--- src/rtl/fifo_if_pkg.sv ---
// rtl/fifo_if_pkg.sv - shared defaults, state encoding and counter widths for the FIFO read side
package fifo_if_pkg;

    localparam int DATA_W_DEF   = 8;
    localparam int READ_LAT_DEF = 1;
    localparam int WORD_CNT_W   = 16;
    localparam int DROP_CNT_W   = 8;

    typedef enum logic {
        IDLE   = 1'b0,
        ACTIVE = 1'b1
    } rd_state_t;

endpackage

--- src/rtl/fifo_reader_buf.sv ---
// rtl/fifo_reader_buf.sv - DEPTH-entry circular buffer with occupancy, push/pop/clear
//
// Ports:
//   clk, rst_n        clock, asynchronous active-low reset
//   clear             synchronous discard of all entries (wins over push/pop)
//   push, push_data   write push_data at the write pointer
//   pop               retire the head entry
//   occ               current number of stored entries (0..DEPTH)
//   head_data         entry at the read pointer, zero when empty
module fifo_reader_buf
    import fifo_if_pkg::*;
#(
    parameter int DATA_W = DATA_W_DEF,
    parameter int DEPTH  = READ_LAT_DEF + 1,
    parameter int OCC_W  = $clog2(DEPTH + 1)
) (
    input  logic              clk,
    input  logic              rst_n,
    input  logic              clear,
    input  logic              push,
    input  logic [DATA_W-1:0] push_data,
    input  logic              pop,
    output logic [OCC_W-1:0]  occ,
    output logic [DATA_W-1:0] head_data
);

    localparam int PTR_W = (DEPTH > 1) ? $clog2(DEPTH) : 1;

    logic [DATA_W-1:0] mem [DEPTH];
    logic [PTR_W-1:0]  wr_ptr;
    logic [PTR_W-1:0]  rd_ptr;

    // DEPTH need not be a power of two, so wrap explicitly.
    function automatic logic [PTR_W-1:0] ptr_inc(input logic [PTR_W-1:0] p);
        return (p == PTR_W'(DEPTH - 1)) ? '0 : p + 1'b1;
    endfunction

    always_ff @(posedge clk or negedge rst_n) begin
        if (!rst_n) begin
            wr_ptr <= '0;
            rd_ptr <= '0;
            occ    <= '0;
            for (int i = 0; i < DEPTH; i++) begin
                mem[i] <= '0;
            end
        end else if (clear) begin
            wr_ptr <= '0;
            rd_ptr <= '0;
            occ    <= '0;
        end else begin
            if (push) begin
                mem[wr_ptr] <= push_data;
                wr_ptr      <= ptr_inc(wr_ptr);
            end
            if (pop) begin
                rd_ptr <= ptr_inc(rd_ptr);
            end
            case ({push, pop})
                2'b10:   occ <= occ + 1'b1;
                2'b01:   occ <= occ - 1'b1;
                default: occ <= occ;
            endcase
        end
    end

    assign head_data = (occ == '0) ? '0 : mem[rd_ptr];

endmodule

--- src/rtl/fifo_reader.sv ---
// rtl/fifo_reader.sv - read-side master draining a synchronous FIFO onto a valid/ready stream
//
// Optional feature macro: FIFO_READER_CNT_EN (adds WORD_CNT and DROP_CNT outputs).
//
// Ports:
//   CLK, RST_N             clock, asynchronous active-low reset
//   FIFO_EMPTY             FIFO empty flag
//   FIFO_RD_EN             FIFO read strobe, one word per high cycle
//   FIFO_DATA              FIFO read data, valid READ_LAT cycles after FIFO_RD_EN
//   FLUSH                  discard buffered and in-flight words
//   M_VALID/M_READY/M_DATA output stream
//   BUSY                   high while any word is buffered or in flight
//   WORD_CNT               (FIFO_READER_CNT_EN) saturating count of delivered words
//   DROP_CNT               (FIFO_READER_CNT_EN) saturating count of words discarded by FLUSH
module fifo_reader
    import fifo_if_pkg::*;
#(
    parameter int DATA_W   = DATA_W_DEF,
    parameter int READ_LAT = READ_LAT_DEF
) (
    input  logic              CLK,
    input  logic              RST_N,
    input  logic              FIFO_EMPTY,
    output logic              FIFO_RD_EN,
    input  logic [DATA_W-1:0] FIFO_DATA,
    input  logic              FLUSH,
    output logic              M_VALID,
    input  logic              M_READY,
    output logic [DATA_W-1:0] M_DATA,
    output logic              BUSY
`ifdef FIFO_READER_CNT_EN
    ,
    output logic [WORD_CNT_W-1:0] WORD_CNT,
    output logic [DROP_CNT_W-1:0] DROP_CNT
`endif
);

    localparam int D     = READ_LAT + 1;
    localparam int OCC_W = $clog2(D + 1);

    logic [OCC_W-1:0]    occ;
    logic [READ_LAT-1:0] inflight;
    logic [READ_LAT-1:0] inflight_next;
    logic [READ_LAT:0]   inflight_ext;
    logic [3:0]          inflight_pc;
    logic [3:0]          credit_sum;
    logic [3:0]          occ_after;
    logic                pop;
    logic                push;
    rd_state_t           state;
    rd_state_t           state_next;

    assign pop  = M_VALID & M_READY;
    assign push = inflight[READ_LAT-1] & ~FLUSH;

    always_comb begin
        inflight_pc = '0;
        for (int i = 0; i < READ_LAT; i++) begin
            inflight_pc = inflight_pc + 4'(inflight[i]);
        end
    end

    // Every word already buffered or on its way holds a slot; a pop this
    // cycle frees one, so the comparison adds pop on the right instead of
    // subtracting it on the left (keeps the arithmetic unsigned-safe).
    assign credit_sum = 4'(occ) + inflight_pc;
    assign FIFO_RD_EN = RST_N & ~FIFO_EMPTY & ~FLUSH
                      & (credit_sum < (4'(D) + 4'(pop)));

    assign inflight_ext  = {inflight, FIFO_RD_EN};
    assign inflight_next = inflight_ext[READ_LAT-1:0];

    always_ff @(posedge CLK or negedge RST_N) begin
        if (!RST_N) begin
            inflight <= '0;
        end else if (FLUSH) begin
            inflight <= '0;
        end else begin
            inflight <= inflight_next;
        end
    end

    fifo_reader_buf #(
        .DATA_W (DATA_W),
        .DEPTH  (D),
        .OCC_W  (OCC_W)
    ) u_buf (
        .clk       (CLK),
        .rst_n     (RST_N),
        .clear     (FLUSH),
        .push      (push),
        .push_data (FIFO_DATA),
        .pop       (pop),
        .occ       (occ),
        .head_data (M_DATA)
    );

    assign M_VALID   = (occ != '0);
    assign occ_after = 4'(occ) + 4'(push) - 4'(pop);

    always_ff @(posedge CLK or negedge RST_N) begin
        if (!RST_N) begin
            state <= IDLE;
        end else begin
            state <= state_next;
        end
    end

    always_comb begin
        state_next = state;
        case (state)
            IDLE: begin
                if (FIFO_RD_EN) begin
                    state_next = ACTIVE;
                end
            end
            ACTIVE: begin
                if (occ_after == '0 && inflight_next == '0) begin
                    state_next = IDLE;
                end
            end
            default: state_next = IDLE;
        endcase
        if (FLUSH) begin
            state_next = IDLE;
        end
    end

    assign BUSY = (state == ACTIVE);

`ifdef FIFO_READER_CNT_EN
    logic [3:0]            dropped;
    logic [DROP_CNT_W:0]   drop_sum;

    // A pop in the flush cycle is delivered, so it is not counted as dropped.
    assign dropped  = 4'(occ) - 4'(pop) + inflight_pc;
    assign drop_sum = {1'b0, DROP_CNT} + (DROP_CNT_W + 1)'(dropped);

    always_ff @(posedge CLK or negedge RST_N) begin
        if (!RST_N) begin
            WORD_CNT <= '0;
            DROP_CNT <= '0;
        end else begin
            if (pop && WORD_CNT != '1) begin
                WORD_CNT <= WORD_CNT + 1'b1;
            end
            if (FLUSH) begin
                DROP_CNT <= drop_sum[DROP_CNT_W] ? '1 : drop_sum[DROP_CNT_W-1:0];
            end
        end
    end
`endif

endmodule

--- config.mk ---
export PLATFORM = sky130hd
export DESIGN_NAME = fifo_reader
export DESIGN_NICKNAME = d
export VERILOG_FILES = /design/src/rtl/fifo_if_pkg.sv /design/src/rtl/fifo_reader_buf.sv /design/src/rtl/fifo_reader.sv
export SDC_FILE = /design/constraint.sdc
export NUM_CORES = 1
export LEC_CHECK = 0
export ABC_AREA = 1
export CAP_MARGIN = 15
export CORE_ASPECT_RATIO = 1.4
export CORE_MARGIN = 5
export CORE_UTILIZATION = 51
export CTS_BUF_LIST = sky130_fd_sc_hd__clkbuf_16
export DETAILED_ROUTE_END_ITERATION = 10
export GPL_ROUTABILITY_DRIVEN = 0
export PLACE_DENSITY_LB_ADDON = 0.15
export SYNTH_ARGS = -nofsm -noshare
export SYNTH_HDL_FRONTEND = slang
export SYNTH_HIERARCHICAL = 1
export SYNTH_SLANG_ARGS = --single-unit
export TNS_END_PERCENT = 30
--- constraint.sdc ---
create_clock -name CLK -period 2.5 [get_ports CLK]
set_input_delay 0.5 -clock CLK [delete_from_list [all_inputs] [get_ports CLK]]
set_output_delay 0.5 -clock CLK [all_outputs]
set_load 0.01 [all_outputs]
## After elaboration in Yosys (flattened, before gate mapping)

Cells that the tools add are included.

- Word-level logic and storage cells: 61
- Input port bits: 13
- Bits in registers: 22
- Output and inout bits: 11

- Reductions and logical operators: 9
- Eq/ne operators: 2
- Mux-type cells: 20
- Order comparisons: 4
- Add/subtract/negate cells: 8
- Bitwise logic cells: 11

Operators by type and width:

| kind | number |
|---|---|
| two-way mux 8 bit | 5 |
| bitwise mux 16 bit | 1 |
| two-way mux 1 bit | 10 |
| demux 8 bit (select 1 bit) | 1 |
| adder 2 x 1 -> 3 bit | 2 |
| nonzero test 2 bit | 3 |
| bitwise AND 1 bit | 5 |
| >= comparator 2 bit (second input constant) | 2 |
| zero test 4 bit | 1 |
| NOT 1 bit | 4 |
| NOT 1 -> 2 bit | 2 |
| one-hot mux 2 bit (2 select lines) | 1 |
| subtractor 3 x 1 -> 4 bit | 1 |
| adder 2 x 1 -> 3 bit (first input constant) | 1 |
| less-than comparator 3 bit | 1 |
| nonzero test 3 bit | 1 |
| adder 1 bit (second input constant) | 2 |
| adder 2 x 1 -> 2 bit (second input constant) | 1 |
| equality test 2 x 1 -> 1 bit (second input constant) | 1 |
| equality test 2 bit (second input constant) | 1 |
| logical AND 1 bit | 2 |
| zero test 2 bit | 1 |
| less-than comparator 2 x 1 -> 1 bit (second input constant) | 1 |
| two-way mux 2 bit | 1 |
| 3 further kinds | 3 |

## Longest topological paths before layout

Gate-level depths: netlist of the first run.

- Word-level depth: 10
- Mapped depth: 12
- Mapped depth without buffers: 12

## Modules after synthesis

The synthesis of the first run kept the hierarchy.

By module, submodules not included:

| module | area each (µm²) | instances | sequential area each (µm²) | cells each |
|---|---|---|---|---|
| fifo_reader_buf | 1,003.5 | 1 | 500.5 | 114 |
| fifo_reader | 292.8 | 1 | 50.0 | 38 |

## Worst setup path after synthesis of the first run

Ideal clock, no wire load.

- Path type: reg2reg
- Start point: register u_buf.occ[1]
- End point: register state, in the netlist BUSY
- Path buffers: 0
- Data required time: 2.384 ns
- Library setup time: 0.116 ns
- Slack: 0.407 ns
- Stages on the path, launching flop included: 12
- Period minus slack after synthesis: 2.093 ns
- Data arrival time: 1.977 ns
- Cells stage by stage: dfrtp_1 o21a_1 ha_1 inv_1 ha_1 inv_1 fa_1 inv_1 nor2_1 nand4_1 nand2_1 nand2_2

- Word-level cells in the longest chain between the ends: 10
- Elaborated cells between the ends (all ways): 15
- Those cells by class: add/sub: 4; order compare: 1; mux: 4; bitwise: 3; reduce/logical: 3

Ends and longest elaborated chain:

| what | RTL line | source |
|---|---|---|
| from (decl) | fifo_reader_buf.sv:23 | `output logic [OCC_W-1:0] occ,` |
| from (signal assigned) | fifo_reader_buf.sv:59 | `2'b10: occ <= occ + 1'b1;` |
| from (signal assigned) | fifo_reader_buf.sv:60 | `2'b01: occ <= occ - 1'b1;` |
| nonzero test 2 bit (*) | fifo_reader.sv:98 | `assign M_VALID = (occ != '0);` |
| bitwise AND 1 bit (*) | fifo_reader.sv:53 | `assign pop = M_VALID & M_READY;` |
| net pop | fifo_reader.sv:48 | `logic pop;` |
| adder 2 x 1 -> 3 bit | fifo_reader.sv:68 | `& (credit_sum < (4'(D) + 4'(pop)));` |
| less-than comparator 3 bit | fifo_reader.sv:68 |  |
| bitwise AND 1 bit | fifo_reader.sv:68 |  |
| NOT 1 bit | fifo_reader.sv:118 | `if (occ_after == '0 && inflight_next == '0) begin` |
| logical AND 1 bit | fifo_reader.sv:118 |  |
| two-way mux 1 bit | fifo_reader.sv:118 |  |
| one-hot mux 1 bit (2 select lines) (*) | fifo_reader.sv:111 | `case (state)` |
| two-way mux 1 bit (*) | fifo_reader.sv:124 | `if (FLUSH) begin` |
| net state_next | fifo_reader.sv:51 | `rd_state_t state_next;` |
| to (signal assigned) | fifo_reader.sv:105 | `state <= state_next;` |
| to (decl) | fifo_reader.sv:50 | `rd_state_t state;` |

Mark *: on every way through the listed nets, which the timed path passes. The rest lies on a longest branch.
A chain may end at the register's enable or synchronous reset.

## Final worst setup path of the first run

- Start point: input M_READY
- End point: register state, in the netlist BUSY

- Word-level cells in the longest chain between the ends: 9
- Elaborated cells between the ends (all ways): 12
- Those cells by class: add/sub: 2; order compare: 1; mux: 4; bitwise: 3; reduce/logical: 2

Ends and longest elaborated chain:

| what | RTL line | source |
|---|---|---|
| from (decl) | fifo_reader.sv:28 | `input logic M_READY,` |
| bitwise AND 1 bit (*) | fifo_reader.sv:53 |  |
| net pop | fifo_reader.sv:48 |  |
| adder 2 x 1 -> 3 bit | fifo_reader.sv:68 |  |
| less-than comparator 3 bit | fifo_reader.sv:68 |  |
| bitwise AND 1 bit | fifo_reader.sv:68 |  |
| NOT 1 bit | fifo_reader.sv:118 |  |
| logical AND 1 bit | fifo_reader.sv:118 |  |
| two-way mux 1 bit | fifo_reader.sv:118 |  |
| one-hot mux 1 bit (2 select lines) (*) | fifo_reader.sv:111 |  |
| two-way mux 1 bit (*) | fifo_reader.sv:124 |  |
| net state_next | fifo_reader.sv:51 |  |

Marks and branches as above.

==> impl_metrics.ini, run 1 <==
[floorplanning]
die_height_um = 69.65
die_w_um = 52.61
coreArea_um2 = 2417
io_pins = 24
placementRows = 21
dieArea_um2 = 3664
start_util = 0.5362

[yosys]
yosysSeqAreaShare = 0.4247
syn_inst = 152
synth_area_leaders = dfrtp_1, nand2_1, o21ai_2
yosysTopAreaCellShare = 0.4247
synth-seq-cells = 22
yosys.area.top_type = dfrtp_1
synthesis.nets = 172
avgSynthCellArea_um2 = 8.528
netlist_area_um2 = 1296
synth_cell_type_count = 20
ys_warn_count = 6

[timing]
timing.hold.ws_ps = 479.4
final.setup.worst_slack_ps = 155.5
rsz0062_at_grt = false
slew_headroom = 0.8127
final.min_clock_period_ps = 2345
setup_viol = 0
slew_violations = 0
finClkSkew_ps = 1.608
timing.fmax_mhz = 426.5
period_share = 0.9378
hold_viol_final = 0
worst_pin_slew_ps = 281.0

[drt]
vias = 1056
detail-route-antenna-nets = 0
avgViaCountPerCell = 4.912
drt_iter0_markers = 33
wl_um = 2635
dr.pass1.iters = 4
drc_errors = 0
wl_per_cell_um = 12.26

[clock_tree]
numClockSinks = 22
cts_tree = done
root_buffer = clkbuf_16
path_clk_slew_ps = 50
insertion_delay_ps = 250
cts_made_buffers = 3
clk_path_buf_depth = 2
cts_setup_buffers = 0
htreeDepth = 1

[finish]
synthToLayoutAreaGrowth_pct = 28.48
mostFrequentLayoutCells = nand2_1, inv_1, clkdlybuf4s50_1
finish.utilization = 0.6889
diodes = 0
final_common_cell = nand2_1
nFillCells = 214
fin_nets = 203
drive_above_1_share = 0.2044
fin_area_um2 = 1665

[grt]
grt_pass1_vias = 1075
grt_pass1_wl_um = 4643
grt_max_degree = 23
antenna_found_initial = 0
overflow = 0
grt_use_total = 0.1641

[power_and_ir_drop]
p_leak_uw = 0.0008674
vdd_drop_max_mv = 0.6126
p_clk_frac = 0.232
p_sw_frac = 0.3403
pwr-share-comb = 0.414
p_int_uw = 923.1
p_sw_uw = 476.3
seqPwrFrac = 0.355
power_density_nw_per_um2 = 840.3

[worst_hold_path]
min_path_type = reg -> reg

[setup_path]
crit_chain = clkdlybuf4s50_1 > o21a_1 > ha_1 > inv_1 > ha_1 > inv_1 > fa_1 > inv_1 > nor2_1 > nand4_1 > nand2_1 > nand2_2
start_kind = input pin
worst_ep_required_time_ps = 2640
path_buf_inv = 4
critical-path-top-delay-family = adder cells
cp-end-kind = flop
critPathArrivalTime_ps = 2490
criticalPathCategory = in -> reg
crit_top_cell = inv_1
cp_slowest_stage_delay_ps = 490
cp_max_fo = 2
ff2ff_setup_slack_ps = 260
crit_path_top_delay_cell = clkdlybuf4s50_1

[placed_design]
placed_cell_area_um2 = 1587
pre_cts_ws_ps = -99.78
port_buffers = 23
dp_hpwl_um = 1975

[run_status]
outcome = finished, final reports clean

[job]
drv_cap = 0
[worst reg2reg max path, cell delays in order, from the launching register on]
cell     delay, ps
dfrtp_1        400
buf_4          160
o21a_1         190
ha_1           290
inv_1           50
ha_1           160
inv_1           60
fa_1           470
inv_1           40
nor2_1          90
nand4_1        110
nand2_1         90
nand2_2         40
[metrics by stage]
step / TNS, ps / cells / power (uW)
final: 0 / 215 / 1399
after global routing: 0 / 215 / 1516
after CTS: 0 / 215 / 1418
after detailed placement: -99.78 / 212 / 1088
after global placement: 0 / 212 / 1060
after floorplan: 0 / 152 / 853.3
[Yosys cell counts]
master / instances
a21oi_1: 9
buf_2: 1
buf_6: 2
clkinv_2: 1
dfrtp_1: 22
fa_1: 1
ha_1: 6
inv_1: 22
inv_2: 3
nand2_1: 48
nand2_2: 3
nand2_4: 1
nand3_1: 5
nand3_4: 1
nand3b_4: 2
nand4_1: 3
nor2_1: 4
o21a_1: 1
o21ai_0: 1
o21ai_2: 16
[registers in the layout (all words and copies together), names as in the netlist]
name and count:
u_buf/rd_ptr 1, u_buf/mem 16, u_buf/wr_ptr 1, BUSY 1, u_buf/occ 2, inflight 1
[power by group through the flow]
stage / clock [uW] / combinational [uW] / sequential, uW
2_1_floorplan: 0 / 360 / 493
3_3_place_gp: 0 / 563 / 497
3_5_place_dp: 0 / 587 / 501
4_1_cts: 336 / 586 / 496
5_1_grt: 348 / 659 / 508
6_report: 324 / 579 / 496
[worst paths after layout]
path,startpoint,endpoint,depth (start not counted)
max,M_READY,BUSY,12
min,u_buf/mem[8],u_buf/mem[8],2
max reg2reg,u_buf/occ[0],BUSY,12
min reg2reg,u_buf/mem[8],u_buf/mem[8],2
max in group asynchronous,RST_N,u_buf/occ[1],2
min in group asynchronous,RST_N,u_buf/occ[0],2
[routing by layer]
metal | vias to the layer above | wire length [um] | GRT usage
li1 | 535 | - | -
met1 | 506 | 1081 | 0.1935
met5 | - | 0 | 0
met3 | 2 | 77 | 0.02366
met4 | 0 | 22 | 0.05966
met2 | 13 | 1454 | 0.2887
[timing repair]
action,4_1_cts,5_1_grt
endpoints found under the hold margin,0,0
resized for setup,0,2
hold buffers,0,0
endpoints found under the setup margin,0,7
[area by class of cell]
| class | instances | area [um2] | area share |
|---|---|---|---|
| timing repair buffer | 29 | 277.8 | 0.1668 |
| tap | 34 | 42.54 | 0.02554 |
| sequential | 22 | 551.8 | 0.3313 |
| clock buffer | 3 | 75.07 | 0.04508 |
| inverter | 26 | 98.84 | 0.05935 |
| multi-input combinational | 101 | 619.3 | 0.3719 |
[logic make-up after synthesis]
kind of cell    synth area share
buf+inv                  0.09748
fa+ha+maj                0.07336
compound gates            0.1525
simple gates              0.2519
flops                     0.4247
(Power assumes the default switching activity.)
==> run 2: changes to the inputs <==
--- a/config.mk
+++ b/config.mk
@@ -7,13 +7,13 @@
 export LEC_CHECK = 0
 export ABC_AREA = 1
 export CAP_MARGIN = 15
-export CORE_ASPECT_RATIO = 1.4
+export CORE_ASPECT_RATIO = 0.75
 export CORE_MARGIN = 5
 export CORE_UTILIZATION = 51
 export CTS_BUF_LIST = sky130_fd_sc_hd__clkbuf_16
 export DETAILED_ROUTE_END_ITERATION = 10
 export GPL_ROUTABILITY_DRIVEN = 0
-export PLACE_DENSITY_LB_ADDON = 0.15
+export PLACE_DENSITY = 0.81
 export SYNTH_ARGS = -nofsm -noshare
 export SYNTH_HDL_FRONTEND = slang
 export SYNTH_HIERARCHICAL = 1
==> constraint.sdc (replaced) <==
create_clock -name CLK -period 2.5 [get_ports CLK]
set_input_delay 0.5 -clock CLK [delete_from_list [all_inputs] [get_ports CLK]]
set_output_delay 0.5 -clock CLK [all_outputs]
set_load 0.05 [all_outputs]
==> run 2 against run 1 <==
Design area decreased by 1.7%. Largest power group unchanged. Sequential power increased by 4%. Largest cell class unchanged. Die area decreased by 0.11%. Non-clock buffer count decreased by 2. Clock power about the same. Final cell count decreased by 0.93%. Critical path type is now reg -> out. Register-to-register slack improved by 30 ps. Worst hold slack improved by 2.9 ps. Worst setup slack improved by 48 ps. Flip-flop and latch count unchanged. Global-route usage increased by 0.26 points. Count of clock-buffer cells in the layout unchanged.
==> impl_metrics.ini, run 2 (same netlist as run 1, synthesis figures left out) <==
[placed_design]
placed_cell_area_um2 = 1562
dp_hpwl_um = 2016
port_buffers = 23

[finish]
fin_nets = 201
largest_reg_flops = 16
fin_area_um2 = 1637
top_register = u_buf/mem
final_common_cell = nand2_1
synthToLayoutAreaGrowth_pct = 26.25
mostFrequentLayoutCells = nand2_1, dfrtp_1, inv_1
drive_above_1_share = 0.2402
diodes = 0
reg_top3 = u_buf/mem (16), u_buf/occ (2)

[power_and_ir_drop]
power_density_nw_per_um2 = 945.6
p_leak_uw = 0.0008611
vdd_drop_max_mv = 0.6056
total_power_uw = 1547

[job]
drv_cap = 0

[drt]
detail-route-antenna-nets = 0
vias = 1043
wl_um = 2638
drc_errors = 0
wl_per_cell_um = 12.38
drt_iter0_markers = 31
avgViaCountPerCell = 4.897
dr.pass1.iters = 4

[clock_tree]
cts-resized-gates = 0
htreeDepth = 1
root_buffer = clkbuf_16
cts_setup_buffers = 0
insertion_delay_ps = 250
clk_path_buf_depth = 2
cts_tree = done
cts_hold_buf = 0
numClockSinks = 22
cts_made_buffers = 3
path_clk_slew_ps = 60

[timing]
timing.fmax_mhz = 435.5
finClkSkew_ps = 2.634
hold_viol_final = 0
slew_violations = 0
setup_viol = 0
final.min_clock_period_ps = 2296
rsz0062_at_grt = false
period_share = 0.9186
worst_pin_slew_ps = 498.9
slew_headroom = 0.6663

[floorplanning]
start_util = 0.5481
placementRows = 15
dieArea_um2 = 3660
coreArea_um2 = 2365
die_height_um = 53.66
io_pins = 24
die_w_um = 68.22

[grt]
grt_use_total = 0.1667
overflow = 0
grt_pass1_vias = 1050
antenna_found_initial = 0
grt_pass1_wl_um = 4540
grt_max_degree = 23

[setup_path]
start_kind = flop
critPathArrivalTime_ps = 1800
cp-end-kind = primary output
worst_ep_required_time_ps = 2000
crit_path_top_delay_cell = clkdlybuf4s50_1
path_buf_inv = 2
criticalPathCategory = reg -> out
crit_chain = inv_2 > nand2_4 > clkdlybuf4s50_1
critical-path-top-delay-family = buffers and inverters
cp_max_fo = 8
cp_slowest_stage_delay_ps = 800

[worst_hold_path]
min_path_type = reg -> reg

[run_status]
outcome = finished, final reports clean
[run 2: changes by cell type in the layout (fill, tap and decap cells not counted), sizes merged]
cell and change:
dlymetal6s2s -1, clkdlybuf4s50 -8, buf +7
[run 2: per-stage QoR]
stage                     utilization  cells  setup slack [ps]  hold slack [ps]  setup TNS, ps
after floorplan                     -    152             406.8            204.4              0
after global placement         0.6603    210            -1.383            465.1         -1.383
after detailed placement       0.6603    210            -58.05            468.0         -58.05
after CTS                      0.6921    213             193.5            482.0              0
after global routing           0.6921    213             125.5            499.0              0
final                          0.6921    213             203.6            482.3              0
[run 2: routing by layer]
metal,vias up,track usage,wire (um)
li1,528,-,-
met1,492,0.1969,1147
met2,19,0.2944,1347
met3,4,0.05428,122
met4,0,0.03960,21
met5,-,0,0
[run 2: where the power goes]
part           leakage [uW]  switching [uW]  internal (uW)
combinational      0.000531             453            253
clock             0.0000370             115            211
sequential         0.000293            79.5            437
[run 2: final cells by class]
class                      count  area (um2)
clock buffer                   3       75.07
tap                           34       42.54
sequential                    22       550.5
multi-input combinational    101       619.3
fill                         194       728.2
timing repair buffer          27       250.2
inverter                      26       98.84
[run 2: worst register-to-register path, cell delays in order (launching register included)]
cell	delay (ps)
dfrtp_1	490
o21a_1	250
ha_1	290
inv_1	60
ha_1	160
inv_1	60
fa_1	480
inv_1	40
nor2_1	70
nand4_1	90
nand2_1	80
nand2_2	40
[run 2: worst paths after layout]
| check | slack (ps) | to | start | cells past startpoint |
|---|---|---|---|---|
| max | 200 | M_VALID | u_buf/occ[1] | 3 |
| min | 480 | u_buf/mem[0] | u_buf/mem[0] | 2 |
| max reg2reg | 290 | BUSY | u_buf/occ[1] | 11 |
| min reg2reg | 480 | u_buf/mem[0] | u_buf/mem[0] | 2 |
| max in group asynchronous | 1590 | inflight | RST_N | 2 |
| min in group asynchronous | 690 | u_buf/mem[13] | RST_N | 2 |
==> run 3: changes to the inputs <==
==> constraint.sdc (replaced) <==
create_clock -name CLK -period 2.3 [get_ports CLK]
set_input_delay 0.46 -clock CLK [delete_from_list [all_inputs] [get_ports CLK]]
set_output_delay 0.46 -clock CLK [all_outputs]
set_load 0.05 [all_outputs]
==> run 3 against run 2 <==
Clock skew decreased by 1.1 ps. Non-clock buffer count increased by 4. Sequential share of layout area decreased by 2.0 points. Final cell count increased by 2.3%. Via count increased by 4.1%. Critical path depth increased by 8. Sequential power increased by 5.0%. Largest power group unchanged. Wire length increased by 15%. Combinational power increased by 30%. Worst setup slack got worse by 140 ps.
==> impl_metrics.ini, run 3 (same netlist as run 1, synthesis figures left out) <==
[finish]
mostFrequentLayoutCells = nand2_1, dfrtp_1, inv_1
multiInputGateArea_um2 = 624.3
regArea_um2 = 550.5
final_common_cell = nand2_1
fin_nets = 205
drive_above_1_share = 0.2717
top_register = u_buf/mem
largest_reg_flops = 16
nFillCells = 160
synthToLayoutAreaGrowth_pct = 34.17
reg_top3 = u_buf/mem (16), u_buf/occ (2)
fin_area_um2 = 1739
diodes = 0

[power_and_ir_drop]
pwr-share-comb = 0.502
p_sw_uw = 750.6
seqPwrFrac = 0.297
vdd_drop_max_mv = 0.8308
total_power_uw = 1822
p_clk_frac = 0.200
p_int_uw = 1072
p_sw_frac = 0.4119
power_density_nw_per_um2 = 1048
p_leak_uw = 0.0008970

[drt]
wl_per_cell_um = 13.93
wl_um = 3036
detail-route-antenna-nets = 0
drt_iter0_markers = 70
dr.pass1.iters = 4
vias = 1086
drc_errors = 0
avgViaCountPerCell = 4.982

[timing]
setup_viol = 0
timing.fmax_mhz = 447.3
slew_headroom = 0.6557
worst_pin_slew_ps = 514.8
finClkSkew_ps = 1.487
final.min_clock_period_ps = 2236
slew_violations = 0
rsz0062_at_grt = false
hold_viol_final = 0
period_share = 0.9721

[worst_hold_path]
hold_end = u_buf/mem[10]
min_path_cells = 2
hold_start = u_buf/mem[10]
min_path_type = reg -> reg

[grt]
met2_usage = 0.3280
overflow = 0
antenna_found_initial = 0
busiest_layer = met2
grt_use_total = 0.1942
grt_pass1_wl_um = 5181
grt_pass1_vias = 1140
grt_max_degree = 23
grtUsageMet3 = 0.06054
grt_use_met1 = 0.2474

[floorplanning]
io_pins = 24
die_w_um = 68.22
dieArea_um2 = 3660
start_util = 0.5481
placementRows = 15
coreArea_um2 = 2365
die_height_um = 53.66

[setup_path]
cp_max_fo = 4
crit_chain = o21a_1 > ha_1 > inv_1 > ha_2 > inv_1 > fa_1 > inv_1 > nor2_1 > nand4_1 > nand2_1 > nand2_2
r2r-start = u_buf/occ[0]
cp_slowest_stage_delay_ps = 540
criticalPathCategory = reg -> reg
critPathArrivalTime_ps = 2380
cp-end-kind = flop
reg2reg_to = BUSY
worst_ep_required_time_ps = 2440
ff2ff_setup_slack_ps = 60
crit_path_top_delay_cell = fa_1
rr_worst_depth = 11
start_kind = flop
crit_top_cell = inv_1

[clock_tree]
insertion_delay_ps = 250
root_buffer = clkbuf_16
cts_tree = done
path_clk_slew_ps = 60
numClockSinks = 22
cts_setup_buffers = 0
clk_path_buf_depth = 2
cts_hold_buf = 0
cts_made_buffers = 3
htreeDepth = 1

[placed_design]
port_buffers = 23
dp_hpwl_um = 2172
placed_cell_area_um2 = 1654

[job]
drv_cap = 0

[run_status]
outcome = finished, final reports clean
[run 3: cell count changes in the layout (fill, tap and decap cells not counted), moves of 2 or more]
cell             delta
clkdlybuf4s50_1     -2
dlygate4sd2_1       +2
buf_12              +5
buf_4               -2
[run 3: layer usage]
layer | up-vias | wire length [um] | share of wire
met2 | 43 | 1551 | 0.51
met4 | 0 | 27 | 0.0089
met5 | - | 0 | 0
met3 | 4 | 166 | 0.055
li1 | 541 | - | -
met1 | 498 | 1291 | 0.43
[run 3: power groups by stage]
| stage | sequential (uW) | combinational (uW) | clock, uW |
|---|---|---|---|
| finish | 542 | 916 | 365 |
| CTS | 538 | 915 | 369 |
| global placement | 540 | 867 | 0 |
| detailed placement | 542 | 901 | 0 |
| global route | 553 | 991 | 381 |
| floorplan | 550 | 553 | 0 |
[run 3: how the worst max path moves through the flow]
stage | start | endpoint | depth (start not counted) | slack [ps]
2_1_floorplan | u_buf/occ[1] | BUSY | 11 | 210
3_3_place_gp | M_READY | BUSY | 12 | -150
3_5_place_dp | M_READY | BUSY | 12 | -280
4_1_cts | u_buf/occ[0] | FIFO_RD_EN | 9 | 10
5_1_grt | u_buf/occ[0] | BUSY | 11 | 0.03
6_report | u_buf/occ[0] | BUSY | 11 | 60
[run 3: critical path, delay by kind of cell (launching register included)]
family / cells / cell delay [ps]
AOI/OAI and AO/OA: 1 / 210
adders and majority gates: 3 / 990
and+or+nand+nor: 4 / 330
buffers and inverters: 3 / 170
DFF: 1 / 420
[run 3: cell type report]
class | count | area share
repair buffers | 31 | 0.1978
clock buffers | 3 | 0.04317
flip-flops and latches | 22 | 0.3165
multi-input cells | 101 | 0.3590
clock inverters | 1 | 0.002158
well taps | 34 | 0.02446
inverters | 26 | 0.05683
[run 3: per-stage QoR]
stage	TNS [ps]	setup slack [ps]	hold WS, ps	instances	util
finish	0	64.23	480.9	218	0.7355
global placement	-147.3	-147.3	464.2	214	0.6995
CTS	0	13.67	483.0	218	0.7328
detailed placement	-279.7	-279.7	468.4	214	0.6995
global route	0	0.03042	497.4	218	0.7355
floorplan	0	206.8	164.4	152	-
[run 3: repair_timing]
item / 4_1_cts / 5_1_grt
resized for setup: 3 / 3
endpoints found under the setup margin: 1 / 1
pin swaps: 5 / 0
gates cloned: 0 / 0
